File: src/rtl/usb_fast_fifo_sequencer.sv
// usb_fast_fifo_sequencer
//
// Serves byte-wide fast-FIFO reads from the USB register front end out of
// 32-bit words popped from the capture FIFO. A host-programmed burst length
// is counted down one byte per read request. Underflow (a request with no
// valid byte) and burst completion are reported to the register block.
//
// Optional build macro: USB_FIFO_PREFETCH_EN
//   Adds a second word register that is filled in the background while
//   bytes are served, so a word boundary costs no FETCH/LOAD stall.
//
// Ports:
//   cwusb_clk       USB interface clock (sole clock)
//   reset           asynchronous active-high reset
//   I_fast_fifo_rd  one-cycle byte request pulse
//   I_burst_start   one-cycle pulse arming a burst
//   I_burst_len     burst length in bytes, sampled on I_burst_start
//   I_clear_flags   clears sticky O_underflow
//   O_fifo_rd       pop strobe to capture FIFO (data valid the next cycle)
//   I_fifo_dout     capture FIFO read data
//   I_fifo_empty    capture FIFO empty
//   O_data          byte presented to the USB read mux
//   O_busy          burst in progress
//   O_done          one-cycle pulse at burst completion
//   O_underflow     sticky underflow flag
//   O_remaining     bytes left in the current burst
module usb_fast_fifo_sequencer #(
    parameter int unsigned pLEN_WIDTH      = 16,
    parameter logic [7:0]  pUNDERFLOW_BYTE = 8'hEE
) (
    input  logic                  cwusb_clk,
    input  logic                  reset,
    input  logic                  I_fast_fifo_rd,
    input  logic                  I_burst_start,
    input  logic [pLEN_WIDTH-1:0] I_burst_len,
    input  logic                  I_clear_flags,
    output logic                  O_fifo_rd,
    input  logic [31:0]           I_fifo_dout,
    input  logic                  I_fifo_empty,
    output logic [7:0]            O_data,
    output logic                  O_busy,
    output logic                  O_done,
    output logic                  O_underflow,
    output logic [pLEN_WIDTH-1:0] O_remaining
);

    typedef enum logic [1:0] {StIdle, StFetch, StLoad, StServe} state_t;

    state_t      state;
    logic [31:0] word;
    logic [1:0]  byte_idx;

    function automatic logic [7:0] sel_byte(input logic [31:0] w, input logic [1:0] idx);
        return w[8*idx +: 8];
    endfunction

`ifdef USB_FIFO_PREFETCH_EN
    logic [31:0] pf_word;
    logic        pf_valid;
    logic        pf_pend;    // background pop issued, data not yet captured
    logic [2:0]  bytes_left;
    logic        pf_ready;   // a next word is usable this cycle
    logic [31:0] pf_next;

    always_comb begin
        bytes_left = 3'd4 - {1'b0, byte_idx};
        // Data of a pending pop is on I_fifo_dout once the strobe has dropped.
        pf_ready   = pf_valid || (pf_pend && !O_fifo_rd);
        pf_next    = pf_valid ? pf_word : I_fifo_dout;
    end
`endif

    always_ff @(posedge cwusb_clk or posedge reset) begin
        if (reset) begin
            state       <= StIdle;
            word        <= 32'h0;
            byte_idx    <= 2'd0;
            O_fifo_rd   <= 1'b0;
            O_data      <= 8'h00;
            O_busy      <= 1'b0;
            O_done      <= 1'b0;
            O_underflow <= 1'b0;
            O_remaining <= '0;
`ifdef USB_FIFO_PREFETCH_EN
            pf_word     <= 32'h0;
            pf_valid    <= 1'b0;
            pf_pend     <= 1'b0;
`endif
        end else begin
            O_done    <= 1'b0;
            O_fifo_rd <= 1'b0;
            if (I_clear_flags) begin
                O_underflow <= 1'b0;
            end

            case (state)
                StIdle: begin
                    if (I_burst_start) begin
                        if (I_burst_len != '0) begin
                            O_remaining <= I_burst_len;
                            O_busy      <= 1'b1;
                            state       <= StFetch;
                        end else begin
                            O_done <= 1'b1;
                        end
                    end
                end

                StFetch: begin
                    if (!I_fifo_empty) begin
                        O_fifo_rd <= 1'b1;
                        state     <= StLoad;
                    end
                end

                StLoad: begin
                    // While the strobe is high the FIFO has not popped yet.
                    if (!O_fifo_rd) begin
                        word     <= I_fifo_dout;
                        byte_idx <= 2'd0;
                        O_data   <= I_fifo_dout[7:0];
                        state    <= StServe;
`ifdef USB_FIFO_PREFETCH_EN
                        pf_pend  <= 1'b0;
`endif
                    end
                end

                StServe: begin
                    if (I_fast_fifo_rd) begin
                        O_remaining <= O_remaining - pLEN_WIDTH'(1);
                        byte_idx    <= byte_idx + 2'd1;
                        if (O_remaining == pLEN_WIDTH'(1)) begin
                            // Unread bytes of the last word are dropped.
                            O_done <= 1'b1;
                            O_busy <= 1'b0;
                            state  <= StIdle;
`ifdef USB_FIFO_PREFETCH_EN
                            pf_valid <= 1'b0;
                            pf_pend  <= 1'b0;
`endif
                        end else if (byte_idx == 2'd3) begin
`ifdef USB_FIFO_PREFETCH_EN
                            if (pf_ready) begin
                                word     <= pf_next;
                                O_data   <= pf_next[7:0];
                                byte_idx <= 2'd0;
                                pf_valid <= 1'b0;
                                pf_pend  <= 1'b0;
                            end else if (pf_pend) begin
                                // Pop already in flight: LOAD picks it up.
                                state <= StLoad;
                            end else begin
                                state <= StFetch;
                            end
`else
                            state <= StFetch;
`endif
                        end else begin
                            O_data <= sel_byte(word, byte_idx + 2'd1);
                        end
                    end
`ifdef USB_FIFO_PREFETCH_EN
                    else if (pf_pend) begin
                        if (!O_fifo_rd) begin
                            pf_word  <= I_fifo_dout;
                            pf_valid <= 1'b1;
                            pf_pend  <= 1'b0;
                        end
                    end else if (!pf_valid && !I_fifo_empty &&
                                 O_remaining > pLEN_WIDTH'(bytes_left)) begin
                        O_fifo_rd <= 1'b1;
                        pf_pend   <= 1'b1;
                    end
`endif
                end

                default: state <= StIdle;
            endcase

            // A request with no valid byte; placed last so it overrides LOAD.
            if (I_fast_fifo_rd && state != StServe) begin
                O_underflow <= 1'b1;
                O_data      <= pUNDERFLOW_BYTE;
            end
        end
    end

endmodule

File: config.mk
export PLATFORM = sky130hd
export DESIGN_NAME = usb_fast_fifo_sequencer
export DESIGN_NICKNAME = d
export VERILOG_FILES = /design/src/rtl/usb_fast_fifo_sequencer.sv
export SDC_FILE = /design/constraint.sdc
export NUM_CORES = 1
export LEC_CHECK = 0
export ABC_AREA = 1
export CAP_MARGIN = 0
export CORE_ASPECT_RATIO = 0.8
export CORE_UTILIZATION = 35
export DETAILED_ROUTE_END_ITERATION = 6
export GPL_ROUTABILITY_DRIVEN = 0
export HOLD_SLACK_MARGIN = 0.1
export MAX_ROUTING_LAYER = met4
export PLACE_DENSITY = 0.65
export SYNTH_ARGS = -nofsm -noshare
export SYNTH_HDL_FRONTEND = slang
export SYNTH_SLANG_ARGS = --single-unit
File: constraint.sdc
create_clock -name cwusb_clk -period 1.9 [get_ports cwusb_clk]
set_input_delay 0.285 -clock cwusb_clk [delete_from_list [all_inputs] [get_ports cwusb_clk]]
set_output_delay 0.285 -clock cwusb_clk [all_outputs]
set_load 0.02 [all_outputs]
After elaboration in Yosys (flattened, before gate mapping)
Cells that the tools add are included.
{"block": "word_totals", "regBits": 64, "in_bits": 54, "output_inout_bits": 28, "elab_cells": 78}
{"block": "classes", "addsub": 2, "eq_ne": 17, "shift": 1, "n_mux": 35, "bitwise": 1, "n_reduce_logical": 13}
{"op": "$mux 16", "count": 3}
{"op": "$mux 8", "count": 5}
{"op": "$pmux 16 s2", "count": 1}
{"op": "$shiftx 32x6->8", "count": 1}
{"op": "$mux 2", "count": 9}
{"op": "$eq 16x1->1 const B", "count": 1}
{"op": "$pmux 8 s2", "count": 1}
{"op": "$reduce_bool 16->1", "count": 1}
{"op": "$sub 16x1->16 const B", "count": 1}
{"op": "$ne 3x3->1 const B", "count": 5}
{"op": "$ne 2x2->1 const B", "count": 7}
{"op": "$mux 1", "count": 12}
{"op": "$reduce_and 5->1", "count": 2}
{"op": "$pmux 2 s4", "count": 1}
{"op": "$eq 2x2->1 const B", "count": 3}
{"op": "$reduce_and 6->1", "count": 1}
{"op": "$reduce_bool 2->1", "count": 3}
{"op": "$pmux 1 s2", "count": 2}
{"op": "$pmux 2 s2", "count": 1}
{"op": "$reduce_and 4->1", "count": 1}
{"op": "$reduce_and 3->1", "count": 1}
{"op": "$reduce_bool 3->1", "count": 1}
{"op": "$add 2x1->2 const B", "count": 1}
{"op": "$eq 2x1->1 const B", "count": 1}
{"op": "4 further kinds", "count": 4}

Depth between registers and ports, before layout
Gate-level depths: netlist of the first run.
{"block": "logic_depth", "ltp_word": 7, "mapped_depth": 12, "ltp_nobuf": 12}

Worst setup path after synthesis of the first run
No wires, ideal clock.
{"block": "synth_timing", "path_kind": "register to register", "startpoint": "register state[0]", "endpoint": "register word[22]", "setup_time_ns": 0.127, "arrival_time_ns": 1.479, "required_time_ns": 1.773, "setup_slack_ns": 0.294, "stages_incl_launch_ff": 8, "path_buffers": 2, "synth_period_minus_slack_ns": 1.606, "path_cell_list": "dfrtp_1 inv_1 ha_1 inv_1 or2_1 buf_6 buf_6 mux2_1"}
{"block": "synth_between", "elab_chain_len": 2}
{"item": "start: declaration", "line_no": "49", "rtl": "state_t state;"}
{"item": "start signal: assignment", "line_no": "75", "rtl": "state <= StIdle;"}
{"item": "start signal: assignment", "line_no": "102", "rtl": "state <= StFetch;"}
{"item": "start signal: assignment", "line_no": "112", "rtl": "state <= StLoad;"}
{"item": "$eq 2x2->1", "line_no": "96", "rtl": "case (state)"}
{"item": "$reduce_and 2->1 (no line)"}
{"item": "end signal: assignment", "line_no": "119", "rtl": "word <= I_fifo_dout;"}
{"item": "end: declaration", "line_no": "50", "rtl": "logic [31:0] word;"}
Every way passes these cells.
A chain may end at the register's enable or synchronous reset.

Final worst setup path of the first run
{"block": "layout_timing", "startpoint": "register state[0]", "endpoint": "register O_remaining[3]"}
{"block": "layout_between", "elab_chain_len": 3, "word_cells_on_any_way": 8, "cone_classes": "eq/ne (4); mux (1); reduce/logical (3)"}
{"item": "$eq 2x2->1 or $logic_not 2->1 (tied branches)", "line_no": "96"}
{"item": "$ne 2x2->1 (no line) or $reduce_bool 2->1 (tied branches)"}
{"item": "$reduce_and 4->1 (no line)"}
{"item": "end signal: assignment", "line_no": "100", "rtl": "O_remaining <= I_burst_len;"}
{"item": "end signal: assignment", "line_no": "131", "rtl": "O_remaining <= O_remaining - pLEN_WIDTH'(1);"}
{"item": "end: declaration", "line_no": "44", "rtl": "output logic [pLEN_WIDTH-1:0] O_remaining"}
Parallel ways exist; a longest one is shown, timed or not.

==> Implementation_results.wiki, run 1 <==
{| class="wikitable"
! Metric !! Value
|-
| Status || completed
|-
| Count of antenna-violating nets left after detailed routing || 0
|-
| I/O pin count || 82
|-
| Clock buffers created by TritonCTS || 9
|-
| Synth async-reset ratio || 100%
|-
| Largest net degree at the start of global routing || 65
|-
| Number of pins exceeding their max-slew limit in the final report || 0
|-
| Achievable Freq || 554 MHz
|-
| Average detailed-routed wire length per instance || 13.9 µm
|-
| Largest cells by area after synthesis || sky130_fd_sc_hd__dfrtp_1 (43%), sky130_fd_sc_hd__nand2_1 (16%), sky130_fd_sc_hd__mux2_2 (7.8%)
|-
| Sequential cell area in the final layout || 0.00160 mm²
|-
| PortBufs || 81
|-
| Switching power || 3.89 mW
|-
| Initial core utilization || 36.4%
|-
| Post-Route WL || 9.99 mm
|-
| Final-report setup violation count || 0
|-
| All-layer global routing usage || 19.5%
|-
| Pwr Total || 9.30 mW
|-
| Share of power burned in registers || 27.6%
|-
| Crit path time final || 1.80 ns
|-
| Post-route cell area || 0.00515 mm²
|-
| Die outline width || 118 µm
|-
| Flops & latches, synth || 64
|-
| Die ar. || 0.0111 mm²
|-
| WP data required || 2.10 ns
|-
| Cell row count || 33
|-
| Post-layout nets || 637
|-
| Total number of yosys warnings || 0
|-
| Share of total power in the clock network || 20.6%
|-
| Worst hold slack || 0.354 ns
|-
| Power density relative to cell area || 1810 mW/mm²
|-
| Crit. End Element || flip-flop
|-
| CTS Buffer Depth || 2
|-
| Proportion of layout cells with a drive suffix above 1 || 15.7%
|-
| Cell area reported after detailed placement || 0.00478 mm²
|-
| Endpoint arrival time on the critical path || 2.00 ns
|-
| Root buffer selected by CTS || sky130_fd_sc_hd__clkbuf_16
|-
| Crit share post-route || 95.0%
|-
| Via-to-Cell Ratio || 4.83
|-
| Filler cell count || 1006
|-
| Final design utilization || 49.9%
|-
| Share of total power consumed by net switching || 41.8%
|-
| Synthesized area || 0.00375 mm²
|-
| Half-perimeter wire length after detailed placement || 7.22 mm
|-
| Max Cap Violations || 0
|-
| Total clock sinks || 64
|-
| Skew final || 0.0126 ns
|-
| Number of antenna violations at the first check in global routing || 0
|-
| Max_slew headroom || 64.9%
|-
| Area used by multi-input combinational logic || 0.00189 mm²
|-
| Slew @ Worst Pin || 0.524 ns
|-
| Min-delay worst type || in -> async
|-
| Number of synthesized flops with an enable pin || 0
|-
| Total instance count after detailed placement || 702
|-
| Most numerous cell types in the synthesized netlist || sky130_fd_sc_hd__nand2_1 (165), sky130_fd_sc_hd__dfrtp_1 (64), sky130_fd_sc_hd__nand3_1 (51)
|-
| Post-synthesis instance total || 477
|-
| Clock transition time at the flip-flop clock pins of the worst setup and hold paths || 0.06 ns
|-
| Cell type with the highest aggregate area in the netlist || sky130_fd_sc_hd__dfrtp_1
|-
| Max Fanout on Critical Path || 10
|-
| Critical path class || reg -> reg
|-
| Antenna fix cells || 0
|-
| Launching element type of the critical path || flip-flop
|-
| Number of vias after detailed routing || 3481
|-
| Clock latency on the worst-skew pair || 0.33 ns
|-
| Most frequent cell after synthesis || sky130_fd_sc_hd__nand2_1
|-
| Number of H-tree levels || 3
|-
| Post-layout worst setup margin || 0.0957 ns
|-
| Comb pwr share || 51.7%
|-
| Pre-CTS worst setup slack || -0.392 ns
|-
| First-pass GRT wire length || 16.6 mm
|-
| Share of the synthesized area in the top cell type || 42.7%
|-
| Portion of the post-synthesis area used by sequential elements || 42.7%
|-
| Final hold violation count || 0
|-
| Iteration-0 DRC Markers || 186
|-
| Setup tns final || 0 ns
|-
| Most instantiated flip-flop cell in the synthesis netlist || sky130_fd_sc_hd__dfrtp_1
|-
| Internal Dissipation || 5.41 mW
|-
| Syn_nets || 539
|-
| Die Ht || 94.6 µm
|-
| Average instance area after synthesis || 7.87 µm²
|-
| Synth cell types || 33
|-
| Number of global-route vias before repair || 3368
|-
| Area of the placeable core || 0.0103 mm²
|-
| Sum of overflow across all layers after global routing || 0
|-
| CTS tree || done
|-
| Pre-Repair DR Iteration Count || 4
|-
| Detailed-route DRC error count || 0
|-
| Synthesis-to-finish area growth || 37.2%
|-
| Largest voltage drop on the vdd net || 0.000604 V
|-
| Leakage || 2.44 nW
|-
| Count of placed standard cells in the final layout, fillers left out || 720
|}
## power groups by stage
| stage | Clock, mW | Sequential, mW | Combinational, mW |
|---|---|---|---|
| floorplan | 0 | 2.78 | 3.04 |
| detailed placement | 0 | 2.59 | 4.71 |
| global placement | 0 | 2.56 | 4.60 |
| CTS | 1.95 | 2.57 | 4.75 |
| global route | 2.01 | 2.66 | 5.39 |
| finish | 1.92 | 2.57 | 4.81 |
## metal layers
metal | vias to the layer above | global-route usage, % | share of wire [%]
met4 | 0 | 5.45 | 1.3
li1 | 1717 | - | -
met3 | 10 | 3.99 | 6.5
met5 | - | - | 0
met1 | 1648 | 25.6 | 46
met2 | 106 | 30.4 | 46
## cell type report
type | count | area share, %
clock buffer | 9 | 4.37
timing repair buffer | 101 | 19.1
clock inverter | 7 | 2.33
sequential | 64 | 31.1
tap | 140 | 3.40
multi-input combinational | 358 | 36.7
inverter | 41 | 2.99
## cell families after synthesis
family	after synthesis	synth area share (%)
AO/OA/AOI/OAI	35	5.46
XOR/XNOR	1	0.233
adder cells (fa/ha/maj)	8	2.67
buffers and inverters	57	7.63
flip-flops	64	42.7
multiplexers	31	9.56
AND/OR/NAND/NOR	281	31.8
## what timing repair did
item                                    in CTS  in global routing
hold buffers                                 0                  0
resized for setup                            1                  3
cloned                                       0                  2
endpoints found under the setup margin      15                 23
pin swaps                                    0                  2
setup buffers                                0                  0
## path summary, 6_finish.rpt
check / endpoint / from / slack, ns / cells past startpoint
min in group cwusb_clk: O_data[1]$_DFFE_PP0P_ / O_data[1]$_DFFE_PP0P_ / 0.47 / 2
worst min register to register: O_data[1]$_DFFE_PP0P_ / O_data[1]$_DFFE_PP0P_ / 0.47 / 2
worst min-delay path: O_remaining[11]$_DFFE_PP0P_ / reset / 0.35 / 3
max in group asynchronous: word[12]$_DFFE_PP0P_ / reset / 1.26 / 3
worst max-delay path: O_remaining[3]$_DFFE_PP0P_ / state[0]$_DFFE_PP0P_ / 0.1 / 5
worst max register to register: O_remaining[3]$_DFFE_PP0P_ / state[0]$_DFFE_PP0P_ / 0.1 / 5
## placed cells by master (no fill, tap or decap), drive strengths merged
cell,instances
clkdlybuf4s50,81
buf,20
bufinv,3
dfrtp,64
mux2i,1
clkbuf,9
ha,8
nor3,1
nand3b,1
nand4,1
clkinvlp,1
o21ai,26
clkinv,3
or2,6
xor2,1
o22ai,1
nand3,52
nor2,51
o21a,1
inv,41
mux2,30
a21oi,7
nand2,171
## worst max-delay path, cell delays in order, from the launching register on
cell	delay, ns
sky130_fd_sc_hd__dfrtp_1	0.41
sky130_fd_sc_hd__ha_1	0.22
sky130_fd_sc_hd__buf_4	0.14
sky130_fd_sc_hd__nor2_1	0.42
sky130_fd_sc_hd__nand3b_2	0.35
sky130_fd_sc_hd__o21ai_0	0.13
## flip-flops by register name, summed over array words and instances (netlist names)
register / cells
O_data: 8
O_underflow: 1
O_busy: 1
O_remaining: 16
O_fifo_rd: 1
O_done: 1
word: 32
state: 2
byte_idx: 2
No activity file was read; power rests on OpenSTA's default activity.
==> run 2, diff against run 1 <==
- REMOVE_ABC_BUFFERS: unset -> 1
==> run 2 against run 1 <==
Against the previous run:
- final area grew 0.61%
- global-route usage grew 0.30 points
- die area is the same
- total power grew 0.50%
- register-to-register slack is essentially flat
- clock power grew 2%
- critical path depth grew 1
- non-clock buffer count grew 4
- highest routed layer unchanged
==> Implementation_results.wiki, run 2 (synthesized netlist as in run 1, its figures left out) <==
{| class="wikitable"
! Metric !! Value
|-
| Status || completed
|-
| Startpoint of the most critical register-to-register path || state[0]$_DFFE_PP0P_
|-
| Die outline width || 118 µm (unchanged)
|-
| Final hold violation count || 0 (unchanged)
|-
| Max Fanout on Critical Path || 10 (unchanged)
|-
| Setup tns final || 0 ns (unchanged)
|-
| Number of H-tree levels || 3 (unchanged)
|-
| Average detailed-routed wire length per instance || 13.7 µm (-1.6%)
|-
| Leakage || 2.47 nW (+0.93%)
|-
| Pre-Repair DR Iteration Count || 4 (unchanged)
|-
| Detailed-route DRC error count || 0 (unchanged)
|-
| Synthesis-to-finish area growth || 38.0%
|-
| CP max stage cell || sky130_fd_sc_hd__dfrtp_1
|-
| Largest registers || word x32, O_remaining x16, O_data x8
|-
| Sequential cell area in the final layout || 0.00160 mm² (unchanged)
|-
| Final-report setup violation count || 0 (unchanged)
|-
| All-layer global routing usage || 19.7% (+0.30 points)
|-
| First-pass GRT wire length || 16.7 mm (+0.71%)
|-
| Max reg flops || 32 (unchanged)
|-
| Half-perimeter wire length after detailed placement || 6.87 mm (-4.8%)
|-
| Iteration-0 DRC Markers || 252 (+35%)
|-
| Clock latency on the worst-skew pair || 0.33 ns (about the same)
|-
| Power density relative to cell area || 1800 mW/mm² (-0.11%)
|-
| Post-layout nets || 640 (+0.47%)
|-
| Launching element type of the critical path || flip-flop
|-
| WP data required || 2.11 ns (about the same)
|-
| CTS tree || done
|-
| Area used by multi-input combinational logic || 0.00189 mm² (-0.20%)
|-
| Total clock sinks || 64 (unchanged)
|-
| Die Ht || 94.6 µm (unchanged)
|-
| Die ar. || 0.0111 mm² (unchanged)
|-
| Min-delay worst type || in -> async
|-
| Filler cell count || 983 (-2.3%)
|-
| RSZ-0062 raised after global routing || yes
|-
| CP peak stage delay || 0.40 ns (-0.02 ns)
|-
| Max_slew headroom || 69.1% (+4.2 points)
|-
| Root buffer selected by CTS || sky130_fd_sc_hd__clkbuf_16
|-
| Number of global-route vias before repair || 3446 (+2.3%)
|-
| Clock buffers created by TritonCTS || 9 (unchanged)
|-
| Number of antenna violations at the first check in global routing || 0 (unchanged)
|-
| Via-to-Cell Ratio || 4.76 (-1.5%)
|-
| Cell row count || 33 (unchanged)
|-
| Sum of overflow across all layers after global routing || 0 (unchanged)
|-
| Most used cells in the layout excluding fill and tap cells || sky130_fd_sc_hd__nand2_1 (164), sky130_fd_sc_hd__clkdlybuf4s50_1 (81), sky130_fd_sc_hd__dfrtp_1 (64)
|-
| Clock transition time at the flip-flop clock pins of the worst setup and hold paths || 0.06 ns (about the same)
|-
| Post-Route WL || 9.87 mm (-1.2%)
|-
| Crit path time final || 1.81 ns (+0.0102 ns)
|-
| Largest net degree at the start of global routing || 65 (unchanged)
|-
| Crit share post-route || 95.5% (+0.54 points)
|-
| Antenna fix cells || 0 (unchanged)
|-
| Pwr Total || 9.35 mW (+0.50%)
|-
| Most common library cell in the layout ignoring fill and taps || sky130_fd_sc_hd__nand2_1
|-
| Proportion of layout cells with a drive suffix above 1 || 16.3% (+0.61 points)
|-
| Largest reg by FF count || word
|-
| Achievable Freq || 551 MHz (-0.56%)
|-
| Buffers inserted during post-CTS setup optimization || 0 (unchanged)
|-
| Count of antenna-violating nets left after detailed routing || 0 (unchanged)
|-
| Crit. End Element || flip-flop
|-
| CTS Buffer Depth || 2 (unchanged)
|-
| Max Cap Violations || 0 (unchanged)
|-
| Slew @ Worst Pin || 0.462 ns (-0.0622 ns)
|-
| Number of vias after detailed routing || 3443 (-1.1%)
|-
| Beginning of the critical path || state[0]$_DFFE_PP0P_
|-
| Post-route cell area || 0.00518 mm² (+0.61%)
|-
| Endpoint arrival time on the critical path || 2.02 ns (+0.02 ns)
|-
| Skew final || 0.00528 ns (-0.00730 ns)
|-
| Critical path class || reg -> reg
|-
| Initial core utilization || 36.4% (unchanged)
|-
| Number of pins exceeding their max-slew limit in the final report || 0 (unchanged)
|-
| Area of the placeable core || 0.0103 mm² (unchanged)
|-
| I/O pin count || 82 (unchanged)
|-
| Cell area reported after detailed placement || 0.00481 mm² (+0.63%)
|-
| PortBufs || 81 (unchanged)
|-
| Ordered cell list for the critical path || inv_1 > ha_1 > buf_4 > nor2_1 > nand3b_2 > o21ai_0
|-
| Largest voltage drop on the vdd net || 0.000798 V (+32%)
|}
## run 2: path summary, 6_finish.rpt
check | to | slack (ns) | cells after the start
worst max-delay path | O_remaining[3]$_DFFE_PP0P_ | 0.09 | 6
worst min-delay path | word[8]$_DFFE_PP0P_ | 0.34 | 3
worst max register to register | O_remaining[3]$_DFFE_PP0P_ | 0.09 | 6
worst min register to register | word[4]$_DFFE_PP0P_ | 0.49 | 2
max in group asynchronous | word[7]$_DFFE_PP0P_ | 1.27 | 3
min in group cwusb_clk | word[4]$_DFFE_PP0P_ | 0.49 | 2
## run 2: per-layer routing
metal / wire length [µm] / track usage [%] / vias up / part of all wire [%]
met5: 0 / - / - / 0
met4: 106 / 6.41 / 0 / 1.1
met3: 734 / 4.29 / 10 / 7.4
met2: 4520 / 31.8 / 122 / 46
met1: 4510 / 24.8 / 1589 / 46
li1: - / - / 1722 / -
## run 2: what timing repair did
action | 4_1_cts | 5_1_grt
setup endpoints to repair | 15 | 22
pin swaps | 0 | 1
cloned | 0 | 1
hold buffers | 0 | 0
hold endpoints to repair | 0 | 0
gates resized for setup | 1 | 3
## run 2: report_power, final
part | internal (mW) | switching, mW
sequential | 2.05 | 0.563
clock | 1.30 | 0.665
combinational | 2.10 | 2.67
total | 5.45 | 3.90
## run 2: worst max-delay path: cells and delay by family, from the launching register on
kind	cells	cell delay, ns
and+or+nand+nor	2	0.72
DFF	1	0.40
buffers and inverters	2	0.22
adders and majority gates	1	0.22
AOI/OAI and AO/OA	1	0.13
## run 2: cell type report
class	instances	share of cell area (%)
clock inverter	7	2.41
multi-input combinational	357	36.4
timing repair buffer	105	19.6
inverter	41	2.97
clock buffer	9	4.35
tap	140	3.38
sequential	64	30.9
## run 2: stage by stage
stage	instances	utilization (%)	setup WS, ns	hold slack [ns]
2_1_floorplan	461	-	-0.564	0.350
3_3_place_gp	706	46.6	-0.326	0.468
3_5_place_dp	706	46.6	-0.415	0.476
4_1_cts	722	50.1	0.0268	0.358
5_1_grt	723	50.2	-0.0585	0.409
6_report	723	50.2	0.0855	0.341
==> run 3, diff against run 2 <==
- GPL_ROUTABILITY_DRIVEN: 0 -> unset
- PLACE_DENSITY: 0.65 -> unset
- clock period: 1.9 -> 1.5 ns (I/O delays scaled with it)
==> run 3 against run 2 <==
Against the previous run:
- the flow now finishes with violations (setup timing)
- largest cell class unchanged
- critical path type unchanged
- wire length up 13%
- non-clock buffer count is 37 higher
- hold slack worse by 0.080 ns
==> Implementation_results.wiki, run 3 (synthesized netlist as in run 1, its figures left out) <==
{| class="wikitable"
! Metric !! Value
|-
| CTS Buffer Depth || 2 (unchanged)
|-
| Half-perimeter wire length after detailed placement || 7.34 mm (+6.8%)
|-
| Largest reg by FF count || word
|-
| Via-to-Cell Ratio || 4.77 (+0.23%)
|-
| Violated checks || setup timing
|-
| Largest net degree at the start of global routing || 46 (-29%)
|-
| Clock latency on the worst-skew pair || 0.33 ns (about the same)
|-
| Ordered cell list for the critical path || inv_2 > buf_6 > ha_4 > inv_4 > or2_4 > buf_16 > mux2_4
|-
| Area of the placeable core || 0.0103 mm² (unchanged)
|-
| Pre-Repair DR Iteration Count || 4 (unchanged)
|-
| RSZ-0062 raised after global routing || yes
|-
| All-layer global routing usage || 21.2% (+1.5 points)
|-
| Max Cap Violations || 0 (unchanged)
|-
| Launching element type of the critical path || flip-flop
|-
| Most used cells in the layout excluding fill and tap cells || sky130_fd_sc_hd__nand2_1 (161), sky130_fd_sc_hd__dfrtp_1 (63), sky130_fd_sc_hd__clkdlybuf4s50_1 (53)
|-
| Proportion of layout cells with a drive suffix above 1 || 26.5% (+10 points)
|-
| Power density relative to cell area || 2290 mW/mm² (+27%)
|-
| Filler cell count || 946 (-3.8%)
|-
| Most common library cell in the layout ignoring fill and taps || sky130_fd_sc_hd__nand2_1
|-
| Setup slack on the worst flop-to-flop path || -0.15 ns (-0.24 ns)
|-
| Clock buffers created by TritonCTS || 9 (unchanged)
|-
| Number of global-route vias before repair || 3582 (+3.9%)
|-
| Number of antenna violations at the first check in global routing || 0 (unchanged)
|-
| Max reg flops || 32 (unchanged)
|-
| Hold buffers post-CTS || 0 (unchanged)
|-
| Root buffer selected by CTS || sky130_fd_sc_hd__clkbuf_16
|-
| Crit path time final || 1.65 ns (-0.164 ns)
|-
| Detailed-route DRC error count || 0 (unchanged)
|-
| Worst hold slack || 0.261 ns (-0.0800 ns)
|-
| Setup tns final || -6.22 ns (-6.22 ns)
|-
| Count of antenna-violating nets left after detailed routing || 0 (unchanged)
|-
| Number of buffer and inverter stages on the critical path || 4 (+2)
|-
| Sum of overflow across all layers after global routing || 0 (unchanged)
|-
| Achievable Freq || 606 MHz (+9.9%)
|-
| Average detailed-routed wire length per instance || 14.6 µm (+7.1%)
|-
| Slew @ Worst Pin || 0.355 ns (-0.107 ns)
|-
| Initial core utilization || 36.4% (unchanged)
|-
| Largest voltage drop on the vdd net || 0.000855 V (+7.1%)
|-
| I/O pin count || 82 (unchanged)
|-
| Leakage || 2.81 nW (+14%)
|-
| CP peak stage delay || 0.40 ns (about the same)
|-
| WP data required || 1.71 ns (-0.40 ns)
|-
| Skew final || 0.00651 ns (+0.00123 ns)
|-
| Total clock sinks || 64 (unchanged)
|-
| Synthesis-to-finish area growth || 53.8%
|-
| Crit. End Element || flip-flop
|-
| Startpoint of the most critical register-to-register path || state[0]$_DFFE_PP0P_
|-
| Post-Route WL || 11.1 mm (+13%)
|-
| Max Fanout on Critical Path || 9 (-1)
|-
| Cell row count || 33 (unchanged)
|-
| Die Ht || 94.6 µm (unchanged)
|-
| Iteration-0 DRC Markers || 264 (+4.8%)
|-
| Die outline width || 118 µm (unchanged)
|-
| Min-delay worst type || in -> async
|-
| Endpoint arrival time on the critical path || 1.86 ns (-0.16 ns)
|-
| Crit share post-route || 110% (+15 points)
|-
| Antenna fix cells || 0 (unchanged)
|-
| Post-layout worst setup margin || -0.151 ns (-0.236 ns)
|-
| Largest registers || word x32, O_remaining x16, O_data x8
|-
| Placer's final routability congestion estimate || 0.849
|-
| Number of pins exceeding their max-slew limit in the final report || 0 (unchanged)
|-
| Final hold violation count || 0 (unchanged)
|-
| First-pass GRT wire length || 17.9 mm (+7.5%)
|-
| Cell family with most CP delay || flip-flops
|-
| Final-report setup violation count || 58 (+58)
|-
| Max_slew headroom || 76.3% (+7.2 points)
|-
| PortBufs || 81 (unchanged)
|-
| Clock transition time at the flip-flop clock pins of the worst setup and hold paths || 0.06 ns (about the same)
|-
| Reg2Reg Capture Point || word[10]$_DFFE_PP0P_
|-
| Critical path class || reg -> reg
|-
| CP max stage cell || sky130_fd_sc_hd__dfrtp_1
|-
| Number of H-tree levels || 3 (unchanged)
|-
| Die ar. || 0.0111 mm² (unchanged)
|-
| Cell count of the worst reg-to-reg path || 7 (+1)
|-
| Number of vias after detailed routing || 3637 (+5.6%)
|-
| Status || complete, but fails checks
|-
| CTS tree || done
|-
| Post-layout nets || 679 (+6.1%)
|}
## run 3: changes by cell type in the layout (fill, tap and decap cells not counted), sizes merged
cell	previous run	this run
clkbuf	9	12
bufbuf	0	1
nand3b	1	2
clkdlybuf4s50	81	53
nand2	170	171
inv	44	41
buf	24	59
clkinvlp	0	2
dlygate4sd2	0	27
dlymetal6s2s	0	1
bufinv	3	2
## run 3: per-stage QoR
step / utilization, % / power [mW] / setup WS (ns) / instance area [µm²] / instances
6_report: 56.0 / 13.2 / -0.151 / 5780 / 762
3_3_place_gp: 48.6 / 9.54 / -0.643 / 5010 / 731
3_5_place_dp: 48.6 / 9.72 / -0.695 / 5010 / 731
5_1_grt: 56.0 / 14.2 / -0.217 / 5780 / 762
4_1_cts: 53.6 / 12.6 / -0.166 / 5540 / 755
2_1_floorplan: - / 7.06 / -0.964 / 3620 / 461
## run 3: routing by layer
layer	GRT usage [%]	vias up	part of all wire, %
met5	-	-	0
met4	5.56	0	1.5
met3	4.35	18	6.4
met2	35.6	122	47
met1	26.3	1688	45
li1	-	1809	-
## run 3: worst max-delay path by stage
stage | cells after the start | endpoint | from | slack [ns]
after floorplan | 8 | O_remaining[0]$_DFFE_PP0P_ | state[0]$_DFFE_PP0P_ | -0.96
after global placement | 9 | O_remaining[0]$_DFFE_PP0P_ | I_burst_len[13] | -0.64
after detailed placement | 9 | O_remaining[14]$_DFFE_PP0P_ | I_burst_len[13] | -0.69
after CTS | 10 | O_remaining[0]$_DFFE_PP0P_ | state[0]$_DFFE_PP0P_ | -0.17
after global routing | 11 | state[1]$_DFFE_PP0P_ | O_remaining[1]$_DFFE_PP0P_ | -0.22
final | 7 | word[10]$_DFFE_PP0P_ | state[0]$_DFFE_PP0P_ | -0.15
## run 3: what timing repair did
item,CTS,global route
resized for setup,57,49
endpoints found under the setup margin,89,63
gates cloned,5,2
pin swaps,5,16
buffers inserted,3,5
## run 3: power by group
group / switching, mW / internal (mW)
Clock: 0.760 / 1.50
Combinational: 4.15 / 3.60
Sequential: 0.584 / 2.61
Total: 5.50 / 7.71
## run 3: cell type report
class | count | area (µm²) | area share, %
multi-input cells | 359 | 2090 | 36.2
clock inverters | 5 | 80.1 | 1.39
clock buffers | 11 | 243 | 4.20
flip-flops and latches | 64 | 1600 | 27.7
inverters | 41 | 159 | 2.75
well taps | 140 | 175 | 3.03
repair buffers | 142 | 1430 | 24.7
## run 3: worst register-to-register path, cell delays in order, from the launching register on
cell,delay (ns)
sky130_fd_sc_hd__dfrtp_1,0.40
sky130_fd_sc_hd__inv_2,0.08
sky130_fd_sc_hd__buf_6,0.11
sky130_fd_sc_hd__ha_4,0.14
sky130_fd_sc_hd__inv_4,0.03
sky130_fd_sc_hd__or2_4,0.29
sky130_fd_sc_hd__buf_16,0.18
sky130_fd_sc_hd__mux2_4,0.30
